<file path="src/rtl/mostrador7_pkg.sv">
// Shared types and constants for the multiplexed 7-segment display driver.
package mostrador7_pkg;

  typedef enum logic [1:0] {
    ST_IDLE  = 2'd0,
    ST_SHOW  = 2'd1,
    ST_BLANK = 2'd2
  } state_t;

  // Active-high segment patterns, bit 0 = a ... bit 6 = g, indexed by hex value.
  localparam logic [15:0][6:0] SEG7_LUT = {
    7'h71, 7'h79, 7'h5E, 7'h39, 7'h7C, 7'h77, 7'h6F, 7'h7F,
    7'h07, 7'h7D, 7'h6D, 7'h66, 7'h4F, 7'h5B, 7'h06, 7'h3F
  };

  function automatic int clog2_min1(input int v);
    return (v > 1) ? $clog2(v) : 1;
  endfunction

endpackage

</file>
<file path="src/rtl/seg7_hex_decode.sv">
// Combinational hex digit to active-high 7-segment pattern.
module seg7_hex_decode
  import mostrador7_pkg::*;
(
  input  logic [3:0] i_hex,
  output logic [6:0] o_seg
);

  assign o_seg = SEG7_LUT[i_hex];

endmodule

</file>
<file path="src/rtl/mostrador7_mux.sv">
// Time-multiplexed N-digit 7-segment driver with blanking gaps, shadow
// registers, per-digit blink and a frame pulse; all pins are registered.
module mostrador7_mux
  import mostrador7_pkg::*;
#(
  parameter int N_DIG      = 4,
  parameter int DIV        = 50000,
  parameter int BLANK_CYC  = 2,
  parameter int BLINK_FR   = 64,
  parameter int ACTIVE_LOW = 1
) (
  input  logic               i_clk,
  input  logic               i_rst,
  input  logic               i_en,
  input  logic               i_ld,
  input  logic [4*N_DIG-1:0] i_codes,
  input  logic [N_DIG-1:0]   i_dp,
  input  logic [N_DIG-1:0]   i_blink,
  output logic [6:0]         o_segs,
  output logic               o_seg_p,
  output logic [N_DIG-1:0]   o_seg_d,
  output logic               o_frame
);

  localparam int CW = clog2_min1((DIV > BLANK_CYC) ? DIV : BLANK_CYC);
  localparam int IW = clog2_min1(N_DIG);
  localparam int FW = clog2_min1(BLINK_FR);

  localparam logic          INV        = (ACTIVE_LOW != 0);
  localparam logic [CW-1:0] SHOW_LAST  = CW'(DIV - 1);
  localparam logic [CW-1:0] BLANK_LAST = CW'(BLANK_CYC - 1);
  localparam logic [IW-1:0] IDX_LAST   = IW'(N_DIG - 1);
  localparam logic [FW-1:0] FR_LAST    = FW'(BLINK_FR - 1);

  state_t             r_state, w_state_nxt;
  logic [IW-1:0]      r_idx, w_idx_nxt;
  logic [CW-1:0]      r_cnt, w_cnt_nxt;
  logic [FW-1:0]      r_fcnt, w_fcnt_nxt;
  logic               r_phase, w_phase_nxt;
  logic               r_frame, w_frame_nxt;
  logic [4*N_DIG-1:0] r_codes;
  logic [N_DIG-1:0]   r_dp, r_blink;

  logic               w_show_entry, w_dark;
  logic [3:0]         w_hex;
  logic [6:0]         w_seg_ah;
  logic [6:0]         w_segs_pin;
  logic               w_segp_pin;
  logic [N_DIG-1:0]   w_segd_pin;

  // State, counters and shadow registers.
  always_ff @(posedge i_clk) begin
    if (i_rst) begin
      r_state <= ST_IDLE;
      r_idx   <= '0;
      r_cnt   <= '0;
      r_fcnt  <= '0;
      r_phase <= 1'b0;
      r_frame <= 1'b0;
      r_codes <= '0;
      r_dp    <= '0;
      r_blink <= '0;
    end else begin
      r_state <= w_state_nxt;
      r_idx   <= w_idx_nxt;
      r_cnt   <= w_cnt_nxt;
      r_fcnt  <= w_fcnt_nxt;
      r_phase <= w_phase_nxt;
      r_frame <= w_frame_nxt;
      if (i_ld) begin
        r_codes <= i_codes;
        r_dp    <= i_dp;
        r_blink <= i_blink;
      end
    end
  end

  always_comb begin
    w_state_nxt = r_state;
    w_idx_nxt   = r_idx;
    w_cnt_nxt   = r_cnt;
    w_fcnt_nxt  = r_fcnt;
    w_phase_nxt = r_phase;
    w_frame_nxt = 1'b0;
    if (!i_en) begin
      w_state_nxt = ST_IDLE;
      w_idx_nxt   = '0;
      w_cnt_nxt   = '0;
      w_fcnt_nxt  = '0;
      w_phase_nxt = 1'b0;
    end else begin
      case (r_state)
        ST_IDLE: begin
          w_state_nxt = ST_SHOW;
          w_idx_nxt   = '0;
          w_cnt_nxt   = '0;
        end
        ST_SHOW: begin
          if (r_cnt == SHOW_LAST) begin
            w_state_nxt = ST_BLANK;
            w_cnt_nxt   = '0;
          end else begin
            w_cnt_nxt = r_cnt + 1'b1;
          end
        end
        ST_BLANK: begin
          if (r_cnt == BLANK_LAST) begin
            w_state_nxt = ST_SHOW;
            w_cnt_nxt   = '0;
            if (r_idx == IDX_LAST) begin
              w_idx_nxt   = '0;
              w_frame_nxt = 1'b1;
              if (r_fcnt == FR_LAST) begin
                w_fcnt_nxt  = '0;
                w_phase_nxt = ~r_phase;
              end else begin
                w_fcnt_nxt = r_fcnt + 1'b1;
              end
            end else begin
              w_idx_nxt = r_idx + 1'b1;
            end
          end else begin
            w_cnt_nxt = r_cnt + 1'b1;
          end
        end
        default: begin
          w_state_nxt = ST_IDLE;
          w_idx_nxt   = '0;
          w_cnt_nxt   = '0;
        end
      endcase
    end
  end

  seg7_hex_decode u_dec (
    .i_hex (w_hex),
    .o_seg (w_seg_ah)
  );

  // Pin values for the digit about to be lit; the shadow read here is the
  // pre-LD value when a load coincides with SHOW entry.
  always_comb begin
    w_show_entry = (w_state_nxt == ST_SHOW) && (r_state != ST_SHOW);
    w_hex        = r_codes[{w_idx_nxt, 2'b00} +: 4];
    w_dark       = w_phase_nxt & r_blink[w_idx_nxt];
    w_segs_pin   = (w_dark ? 7'h00 : w_seg_ah) ^ {7{INV}};
    w_segp_pin   = (~w_dark & r_dp[w_idx_nxt]) ^ INV;
    w_segd_pin   = (N_DIG'(1) << w_idx_nxt) ^ {N_DIG{INV}};
  end

  always_ff @(posedge i_clk) begin
    if (i_rst || (w_state_nxt != ST_SHOW)) begin
      o_segs  <= {7{INV}};
      o_seg_p <= INV;
      o_seg_d <= {N_DIG{INV}};
    end else if (w_show_entry) begin
      o_segs  <= w_segs_pin;
      o_seg_p <= w_segp_pin;
      o_seg_d <= w_segd_pin;
    end
  end

  assign o_frame = r_frame;

endmodule
</file>
<file path="config.mk">
export PLATFORM = sky130hd
export DESIGN_NAME = mostrador7_mux
export DESIGN_NICKNAME = d
export VERILOG_FILES = /design/src/rtl/mostrador7_pkg.sv /design/src/rtl/seg7_hex_decode.sv /design/src/rtl/mostrador7_mux.sv
export SDC_FILE = /design/constraint.sdc
export NUM_CORES = 1
export LEC_CHECK = 0
export CAP_MARGIN = 20
export CORE_MARGIN = 1
export CORE_UTILIZATION = 55
export CTS_CLUSTER_SIZE = 8
export DETAILED_ROUTE_END_ITERATION = 8
export GPL_TIMING_DRIVEN = 0
export PLACE_DENSITY = 0.79
export SETUP_SLACK_MARGIN = 0.1
export SLEW_MARGIN = 15
export SYNTH_ARGS = -nofsm -noshare
export SYNTH_HDL_FRONTEND = slang
export SYNTH_HIERARCHICAL = 1
export SYNTH_SLANG_ARGS = --single-unit
export TNS_END_PERCENT = 50
</file>
<file path="constraint.sdc">
create_clock -name i_clk -period 7 [get_ports i_clk]
set_input_delay 1.4 -clock i_clk [delete_from_list [all_inputs] [get_ports i_clk]]
set_output_delay 1.4 -clock i_clk [all_outputs]
set_load 0.02 [all_outputs]
</file>
==> results of run 1 <==
final cells by class:
class	instances	area share [%]
multi-input combinational	251	46.4
sequential	64	33.5
timing repair buffer	38	9.94
clock buffer	14	4.51
tap	72	2.35
buffer	16	2.12
inverter	12	1.18
state kept, by name, summed over array words and instances, names as in the netlist:
name     cells
r_state      2
r_phase      1
r_fcnt       6
r_cnt       16
o_segs       7
r_codes     16
r_dp         4
o_seg_d      4
o_frame      1
r_blink      4
o_seg_p      1
r_idx        2
cell usage in the layout, fill, tap and decap left out, types with 9 or more instances in the layout:
cell type / n
nor2_1: 68
dfxtp_1: 64
clkdlybuf4s50_1: 38
mux2i_1: 33
nand2_1: 17
ha_1: 15
a21oi_1: 14
clkbuf_1: 13
inv_1: 12
clkbuf_8: 12
xor2_1: 9
xnor2_1: 9
cells by family after synthesis:
kind of cell	count (synthesis)	synth area share [%]
buf+inv	28	3.97
compound gates	49	11.8
simple gates	131	20.6
flops	64	40.2
mux	38	12.6
xor+xnor	18	4.95
fa+ha+maj	15	5.89
path summary, 6_finish.rpt:
check                 from        end  slack, ns  depth (start not counted)
setup reg to reg  r_cnt[0]  o_segs[3]       3.40                         13
hold / removal    r_cnt[0]   r_cnt[0]       0.47                          1
setup / recovery      i_en  o_segs[3]       3.18                          9
hold reg to reg   r_cnt[0]   r_cnt[0]       0.47                          1
metal layers:
metal	up-vias	share of wire (%)	wire (microns)	track usage, %
met5	-	0	0	0
met4	0	2.3	144	11.3
met3	11	3.1	200	5.93
met2	36	48	3070	39.7
met1	1205	46	2950	27.0
li1	1291	-	-	-
per-stage QoR:
stage	power (mW)	utilization [%]	instances
6_report	0.743	69.1	467
3_5_place_dp	0.469	66.0	453
4_1_cts	0.752	69.1	467
2_1_floorplan	0.438	-	343
3_3_place_gp	0.467	66.0	453
5_1_grt	0.777	69.1	467
synthesized netlist by cell type, types with 4 or more instances:
library cell | count | area (sq um)
nor2_1 | 68 | 255
dfxtp_1 | 64 | 1280
mux2i_1 | 33 | 330
nand2_1 | 17 | 63.8
ha_1 | 15 | 188
a21oi_1 | 14 | 70.1
inv_1 | 12 | 45.0
clkbuf_1 | 11 | 41.3
xnor2_1 | 9 | 78.8
xor2_1 | 9 | 78.8
a21oi_2 | 8 | 70.1
nor3_1 | 8 | 40.0
nand3_1 | 6 | 30.0
and3_1 | 5 | 31.3
nand4_1 | 5 | 31.3
o21ai_0 | 5 | 25.0
o22a_1 | 5 | 43.8
or3_1 | 4 | 25.0
report_power, final:
group / switching (mW) / internal (mW)
Sequential: 0.00638 / 0.376
Clock: 0.128 / 0.154
Combinational: 0.0369 / 0.0418
Total: 0.171 / 0.572
==> flow_metrics.env, run 1 <==
export IMPL_initial_core_util_pct=57.5
export IMPL_grt_max_degree=11
export IMPL_yosys_register_bits=64
export IMPL_rsz0062_at_grt="no"
export IMPL_period_needed_ns=3.82
export IMPL_grt_antenna_before_repair=0
export IMPL_ctsResizeCount=0
export IMPL_setup_violations=0
export IMPL_cp_required_ns=7.28
export IMPL_wire_per_inst_microns=13.6
export IMPL_synth_fp_nets=386
export IMPL_drc_errors=0
export IMPL_final_setup_tns_ns=0
export IMPL_holdWs_ns=0.470
export IMPL_endpoint_kind="register"
export IMPL_clkSinkCount=64
export IMPL_cap_violations=0
export IMPL_hold_path_class="register to register"
export IMPL_ant_nets=0
export IMPL_fillers=462
export IMPL_via_count=2543
export IMPL_grt_pass1_wl_microns=11000
export IMPL_fin_area_sq_um=3830
export IMPL_gp_congestion=0.863
export IMPL_cp_top_family="buffers and inverters"
export IMPL_routed_wl_microns=6360
export IMPL_globalRouteOverflowTotal=0
export IMPL_cts_buffers_inserted=9
export IMPL_fin_nets=435
export IMPL_dieArea_sq_um=6100
export IMPL_hold_viol=0
export IMPL_io_pins=41
export IMPL_ys_warnings_count=6
export IMPL_grt_pass1_vias=2500
export IMPL_cp_num_buf_inv=3
export IMPL_syn_to_final_growth_pct=20.2
export IMPL_seq_area_sq_um=1280
export IMPL_dp_hpwl_microns=4720
export IMPL_avgSynthCellArea_sq_um=9.28
export IMPL_maxSlewHeadroom_pct=54.4
export IMPL_path_clk_slew_ns=0.06
export IMPL_firstDrtPassIters=4
export IMPL_startpoint_type="primary input"
export IMPL_grt_util_all_layers_pct=23.2
export IMPL_setup_ws_ns=3.18
export IMPL_synthCells=343
export IMPL_pre_cts_slack_ns=2.85
export IMPL_fp_dieH_microns=78.1
export IMPL_final_max_slew_viol_count=0
export IMPL_tightest_slew_ns=0.685
export IMPL_clock_fmax_mhz=262
export IMPL_synth_seq_area_share_pct=40.2
export IMPL_synth_ff_type="dfxtp_1"
export IMPL_synth_async_reset_ratio_pct=0
export IMPL_arrival_ns=4.10
export IMPL_ys_types=52
export IMPL_coreArea_sq_um=5540
export IMPL_cts_tree="done"
export IMPL_layout_drive_gt1_share_pct=9.87
export IMPL_htree_levels=3
export IMPL_max_stage_delay_ns=0.52
export IMPL_p_leak_nw=1.46
export IMPL_synth_edf_count=0
export IMPL_cts_buffer_depth=2
export IMPL_fp_row_count=27
export IMPL_path_cells="clkdlybuf4s50_1 -> nand2_1 -> clkbuf_1 -> a21oi_1 -> o22a_1 -> inv_1 -> ha_1 -> mux4_1 -> a21oi_2"
export IMPL_netlist_area_sq_um=3180
export IMPL_die_w_microns=78.1
export IMPL_ir_drop_mv=0.137
export IMPL_port_buffers=38
export IMPL_via_per_inst=5.45
export IMPL_clkLatencyLatePin_ns=0.34
export IMPL_powerDensity_nw_per_um2=194
export IMPL_cpMaxStageDelayCell="clkdlybuf4s50_1"
export IMPL_cp_max_fo=10
export IMPL_cts_hold_buffers=0
export IMPL_multiInputGateArea_sq_um=1780
export IMPL_timing_final_crit_share_pct=54.5
export IMPL_outcome="complete, no violations"
export IMPL_cts_setup_buffers=0
export IMPL_cts_root_buf="clkbuf_8"
export IMPL_antennaDiodeCount=0
export IMPL_first_iter_violations=83
export IMPL_finalClockSkew_ns=0.00641
export IMPL_crit_type="primary input to register"
export IMPL_placed_area_sq_um=3650
No activity file was read; power rests on OpenSTA's default activity.
==> inputs of run 2 (changes only) <==
--- a/config.mk
+++ b/config.mk
@@ -7,11 +7,11 @@
 export LEC_CHECK = 0
 export CAP_MARGIN = 20
 export CORE_MARGIN = 1
-export CORE_UTILIZATION = 55
+export CORE_UTILIZATION = 50
 export CTS_CLUSTER_SIZE = 8
 export DETAILED_ROUTE_END_ITERATION = 8
 export GPL_TIMING_DRIVEN = 0
-export PLACE_DENSITY = 0.79
+export PLACE_DENSITY = 0.76
 export SETUP_SLACK_MARGIN = 0.1
 export SLEW_MARGIN = 15
 export SYNTH_ARGS = -nofsm -noshare
==> constraint.sdc (replaced) <==
create_clock -name i_clk -period 3.46 [get_ports i_clk]
set_input_delay 0.692 -clock i_clk [delete_from_list [all_inputs] [get_ports i_clk]]
set_output_delay 0.692 -clock i_clk [all_outputs]
set_load 0.02 [all_outputs]
==> run 2 against run 1 <==
Net effect:
- power increased by 120%
- via count is essentially flat
- first-iteration DRC count grew 13%
- utilization fell by 3.3 points
- sequential power up 100%
- setup slack got worse by 2.9 ns
- register-to-register slack worse by 3.1 ns
- highest routed layer unchanged
==> flow_metrics.env, run 2 (same netlist as run 1, synthesis figures left out) <==
export IMPL_grt_pass1_wl_microns=10800
export IMPL_clock_fmax_mhz=313
export IMPL_period_needed_ns=3.20
export IMPL_cap_violations=0
export IMPL_timing_final_crit_share_pct=92.4
export IMPL_via_count=2542
export IMPL_syn_to_final_growth_pct=24.6
export IMPL_globalRouteOverflowTotal=0
export IMPL_ant_nets=0
export IMPL_final_max_slew_viol_count=0
export IMPL_coreArea_sq_um=6030
export IMPL_fp_dieH_microns=81.8
export IMPL_clkSinkCount=64
export IMPL_final_cell_mix="nor2_1, dfxtp_1, clkdlybuf4s50_1, mux2i_1, nand2_1"
export IMPL_maxSlewHeadroom_pct=53.5
export IMPL_setup_violations=0
export IMPL_arrival_ns=3.47
export IMPL_hold_path_class="register to register"
export IMPL_dieArea_sq_um=6690
export IMPL_startpoint_type="register"
export IMPL_dp_hpwl_microns=4730
export IMPL_cts_buffers_inserted=9
export IMPL_tightest_slew_ns=0.698
export IMPL_endpoint_kind="register"
export IMPL_rsz0062_at_grt="no"
export IMPL_grt_util_all_layers_pct=21.3
export IMPL_drc_errors=0
export IMPL_io_pins=41
export IMPL_first_iter_violations=94
export IMPL_pre_cts_slack_ns=-0.137
export IMPL_antennaDiodeCount=0
export IMPL_r2r_setup_slack_ns=0.26
export IMPL_fp_row_count=28
export IMPL_final_common_cell="nor2_1"
export IMPL_via_per_inst=5.32
export IMPL_cts_tree="done"
export IMPL_wire_per_inst_microns=13.5
export IMPL_routed_wl_microns=6440
export IMPL_p_leak_nw=1.52
export IMPL_path_clk_slew_ns=0.07
export IMPL_reg_top3="r_cnt: 16 flops, r_codes: 16 flops, o_segs: 7 flops"
export IMPL_ir_drop_mv=0.242
export IMPL_gp_congestion=0.754
export IMPL_layout_drive_gt1_share_pct=14.6
export IMPL_clkLatencyLatePin_ns=0.33
export IMPL_crit_type="register to register"
export IMPL_cts_buffer_depth=2
export IMPL_initial_core_util_pct=52.8
export IMPL_htree_levels=3
export IMPL_finish_utilization_pct=65.8
export IMPL_setup_ws_ns=0.263
export IMPL_powerDensity_nw_per_um2=409
export IMPL_grt_pass1_vias=2396
export IMPL_hold_viol=0
export IMPL_die_w_microns=81.8
export IMPL_cp_required_ns=3.73
export IMPL_outcome="complete, no violations"
export IMPL_cts_root_buf="clkbuf_8"
export IMPL_port_buffers=38
export IMPL_cp_max_fo=7
export IMPL_firstDrtPassIters=4
export IMPL_grt_max_degree=11
export IMPL_fin_nets=443
export IMPL_grt_antenna_before_repair=0
export IMPL_finalClockSkew_ns=0.00967
export IMPL_total_power_mw=1.62
export IMPL_final_setup_tns_ns=0
## run 2: repair_timing
item / 4_1_cts / 5_1_grt
hold buffers: 0 / 0
resized for setup: 6 / 8
setup endpoints to repair: 5 / 2
pin swaps: 2 / 2
setup buffers: 2 / 6
## run 2: metal layers
| layer | share of wire (%) | GRT usage (%) |
|---|---|---|
| met1 | 46 | 26.2 |
| met4 | 2.2 | 10.2 |
| met2 | 49 | 34.5 |
| met3 | 3.2 | 5.67 |
| met5 | 0 | 0 |
## run 2: per-stage QoR
step | cell area [sq um] | cells | hold WS (ns)
final | 3970 | 478 | 0.435
after global placement | 3660 | 456 | 0.448
after global routing | 3970 | 478 | 0.461
after CTS | 3910 | 472 | 0.477
after floorplan | 3180 | 343 | 0.430
after detailed placement | 3660 | 456 | 0.462
## run 2: worst paths after layout
check,end,start,depth (start not counted)
max reg2reg,o_segs[3],r_cnt[1],14
min reg2reg,r_cnt[0],r_cnt[0],1
min,r_cnt[0],r_cnt[0],1
max,o_segs[3],r_cnt[1],14
## run 2: area by class of cell
| class | count | area, sq um |
|---|---|---|
| sequential | 64 | 1280 |
| clock buffer | 10 | 138 |
| fill | 523 | 2060 |
| buffer | 16 | 87.6 |
| timing repair buffer | 46 | 440 |
| clock inverter | 4 | 70.1 |
| inverter | 12 | 45.0 |
| multi-input combinational | 251 | 1810 |
| tap | 75 | 93.8 |
## run 2: report_power, final
group          switching [mW]  internal [mW]
sequential             0.0131          0.760
combinational          0.0748         0.0861
clock                   0.273          0.415
## run 2: critical path: stages (launching register included)
cell	delay, ns
dfxtp_2	0.34
inv_1	0.04
ha_1	0.17
nor4b_4	0.13
buf_4	0.16
and4_1	0.23
a211oi_4	0.30
buf_6	0.18
mux2i_2	0.25
a21oi_1	0.11
o22a_1	0.26
inv_2	0.11
ha_1	0.24
mux4_2	0.48
a21oi_2	0.12
==> inputs of run 3 (changes only) <==
--- a/config.mk
+++ b/config.mk
@@ -5,13 +5,14 @@
 export SDC_FILE = /design/constraint.sdc
 export NUM_CORES = 1
 export LEC_CHECK = 0
+export ABC_AREA = 1
 export CAP_MARGIN = 20
 export CORE_MARGIN = 1
-export CORE_UTILIZATION = 50
+export CORE_UTILIZATION = 51
 export CTS_CLUSTER_SIZE = 8
 export DETAILED_ROUTE_END_ITERATION = 8
 export GPL_TIMING_DRIVEN = 0
-export PLACE_DENSITY = 0.76
+export PLACE_DENSITY = 0.77
 export SETUP_SLACK_MARGIN = 0.1
 export SLEW_MARGIN = 15
 export SYNTH_ARGS = -nofsm -noshare
==> run 3 against run 2 <==
Net effect:
- the flow now finishes with violations (design-rule violations)
- area after synthesis is 9.1% higher
- critical path depth is 4 higher
- die area is 6.8% higher
- count of clock-buffer cells in the layout is 1 lower
- clock power is 19% lower
- routed wire length is 13% higher
- global-route usage is 0.34 points higher
==> flow_metrics.env, run 3 <==
export IMPL_setup_violations=0
export IMPL_fin_nets=578
export IMPL_final_max_slew_viol_count=0
export IMPL_path_clk_slew_ns=0.08
export IMPL_crit_type="primary input to register"
export IMPL_max_stage_delay_ns=0.52
export IMPL_netlist_area_sq_um=3470
export IMPL_final_common_cell="nand2_1"
export IMPL_tightest_slew_ns=0.471
export IMPL_finish_utilization_pct=64.0
export IMPL_timing_final_crit_share_pct=85.3
export IMPL_globalRouteOverflowTotal=0
export IMPL_fin_area_sq_um=4130
export IMPL_synthXorXnorAreaFrac_pct=1.26
export IMPL_placed_area_sq_um=3960
export IMPL_synthCells=485
export IMPL_clkLatencyLatePin_ns=0.34
export IMPL_maxSlewHeadroom_pct=68.6
export IMPL_grt_max_degree=13
export IMPL_grt_util_all_layers_pct=21.7
export IMPL_routed_wl_microns=7290
export IMPL_cts_buffers_inserted=9
export IMPL_layout_drive_gt1_share_pct=14.1
export IMPL_synth_async_reset_ratio_pct=0
export IMPL_synth_adder_area_share_pct=5.40
export IMPL_dp_hpwl_microns=5530
export IMPL_gp_congestion=0.864
export IMPL_dieArea_sq_um=7140
export IMPL_hold_depth=2
export IMPL_p_switching_mw=0.416
export IMPL_min_delay_start="r_codes[9]"
export IMPL_holdPathEnd="r_codes[9]"
export IMPL_synth_top_area_cell="dfxtp_1"
export IMPL_fp_dieH_microns=84.5
export IMPL_final_setup_tns_ns=0
export IMPL_initial_core_util_pct=53.8
export IMPL_io_pins=41
export IMPL_yosys_register_bits=64
export IMPL_coreArea_sq_um=6460
export IMPL_switching_share_pct=27.4
export IMPL_yosys_top_cells_area="dfxtp_1, nand2_1, ha_1, inv_1, a21oi_1"
export IMPL_grt_pass1_vias=2857
export IMPL_synth_top_family_by_area="simple AND/OR/NAND/NOR gates"
export IMPL_synth_compound_area_share_pct=6.84
export IMPL_worstReg2RegStart="r_cnt[0]"
export IMPL_synth_fp_nets=528
export IMPL_firstDrtPassIters=6
export IMPL_holdWs_ns=0.466
export IMPL_finalClockSkew_ns=0.00822
export IMPL_cp_required_ns=3.76
export IMPL_reg_top3="r_cnt: 16 flops, r_codes: 16 flops, o_segs: 7 flops"
export IMPL_cts_setup_buffers=0
export IMPL_yosysTopAreaCellShare_pct=36.9
export IMPL_startpoint_type="primary input"
export IMPL_ir_drop_mv=0.263
export IMPL_cpMaxStageDelayCell="clkdlybuf4s50_1"
export IMPL_ys_top_cells_by_count="nand2_1, dfxtp_1, inv_1"
export IMPL_wire_per_inst_microns=11.8
export IMPL_first_iter_violations=154
export IMPL_cts_buffer_depth=2
export IMPL_r2r_end="o_segs[3]"
export IMPL_hold_path_class="register to register"
export IMPL_cp_max_fo=10
export IMPL_hold_viol=0
export IMPL_arrival_ns=3.25
export IMPL_ant_nets=0
export IMPL_via_count=3112
export IMPL_comb_power_share_pct=12.2
export IMPL_failed_checks="design-rule violations"
export IMPL_ys_types=42
export IMPL_clkPwrFrac_pct=36.8
export IMPL_clock_fmax_mhz=339
export IMPL_endpoint_kind="register"
export IMPL_via_per_inst=5.04
export IMPL_r2r_setup_slack_ns=0.53
export IMPL_cts_hold_buffers=0
export IMPL_port_buffers=39
export IMPL_powerDensity_nw_per_um2=368
export IMPL_clkSinkCount=64
export IMPL_antennaDiodeCount=0
export IMPL_intPower_mw=1.10
export IMPL_synthMuxAreaShare_pct=0
export IMPL_die_w_microns=84.5
export IMPL_p_leak_nw=1.75
export IMPL_synth_ff_type="dfxtp_1"
export IMPL_cts_tree="done"
export IMPL_fp_row_count=29
export IMPL_cpMostUsedCell="nand2_1"
export IMPL_final_cell_mix="nand2_1, dfxtp_1, inv_1, clkdlybuf4s50_1, nor2_1"
export IMPL_grt_pass1_wl_microns=12500
export IMPL_synth_edf_count=0
export IMPL_rsz0062_at_grt="no"
export IMPL_synth_most_common_cell="nand2_1"
export IMPL_drc_errors=3
export IMPL_grt_antenna_before_repair=0
export IMPL_seq_power_share_pct=51.0
export IMPL_syn_to_final_growth_pct=19.0
export IMPL_htree_levels=3
export IMPL_cts_root_buf="clkbuf_8"
export IMPL_synth_seq_area_share_pct=36.9
export IMPL_cap_violations=0
export IMPL_pre_cts_slack_ns=0.182
export IMPL_ff2ff_path_depth=23
export IMPL_setup_ws_ns=0.508
export IMPL_ctsResizeCount=0
export IMPL_period_needed_ns=2.95
export IMPL_ys_warnings_count=6
export IMPL_avgSynthCellArea_sq_um=7.16
export IMPL_path_cells="clkdlybuf4s50_1 -> nand2_1 -> inv_1 -> nand2_4 -> buf_4 -> nand2_1 -> inv_1 -> nand2_1 -> nand4_1 -> inv_1 -> ha_1 -> nand2_1 -> o21ai_0 -> nand2_1 -> nand2_1 -> nand2_1 -> nand2_1 -> nand2_1"
export IMPL_yosys_area_share_simple_pct=41.4
export IMPL_outcome="finished with violations"
==> run 3: changes by cell type in the layout (fill, tap and decap cells not counted), sizes merged, moves of 5 or more <==
cell   previous run  this run
a21oi            22        31
buf              13         5
inv              12        51
mux2i            33         0
nand2            17       181
nand3             6        27
nor2             68        45
nor3              9        23
o22a              5         0
xnor2             9         0
==> run 3: layout make-up <==
class                   count  area (sq um)
plain buffers              15          81.3
clock buffers               9           124
clock inverters             7          48.8
fillers                   577          2330
inverters                  52           203
multi-input cells         354          1910
flip-flops and latches     64          1280
well taps                  77          96.3
repair buffers             39           390
==> run 3: layer usage <==
layer	up-vias	track usage [%]	part of all wire, %
met4	0	9.24	1.6
met2	54	35.6	46
li1	1636	-	-
met3	12	3.24	3.7
met5	-	0	0
met1	1410	28.5	49
==> run 3: stage by stage <==
stage	cells	power, mW
5_1_grt	617	1.58
6_report	617	1.52
4_1_cts	617	1.53
3_3_place_gp	601	0.972
3_5_place_dp	601	0.976
2_1_floorplan	485	0.904
==> run 3: cells by family after synthesis <==
group / after synthesis
buffers and inverters: 67
AND/OR/NAND/NOR: 290
flip-flops: 64
XOR/XNOR: 5
AO/OA/AOI/OAI: 44
adder cells (fa/ha/maj): 15
==> run 3: power groups by stage <==
stage,registers (mW),logic (mW),clock network (mW)
finish,0.775,0.186,0.559
global route,0.778,0.208,0.599
CTS,0.775,0.186,0.565
detailed placement,0.792,0.185,0
floorplan,0.799,0.105,0
global placement,0.791,0.181,0
==> run 3: how the worst max path moves through the flow <==
stage / startpoint / endpoint / depth (start not counted)
after floorplan: r_cnt[0] / o_segs[3] / 23
after global placement: i_en / o_segs[3] / 17
after detailed placement: i_en / o_segs[3] / 18
after CTS: i_en / o_segs[3] / 18
after global routing: r_cnt[0] / o_segs[3] / 23
final: i_en / o_segs[3] / 18
==> run 3: critical path, delay by kind of cell <==
kind | cells | cell delay, ns
AOI/OAI and AO/OA | 1 | 0.10
adders and majority gates | 1 | 0.24
buffers and inverters | 5 | 1.25
and+or+nand+nor | 11 | 0.95
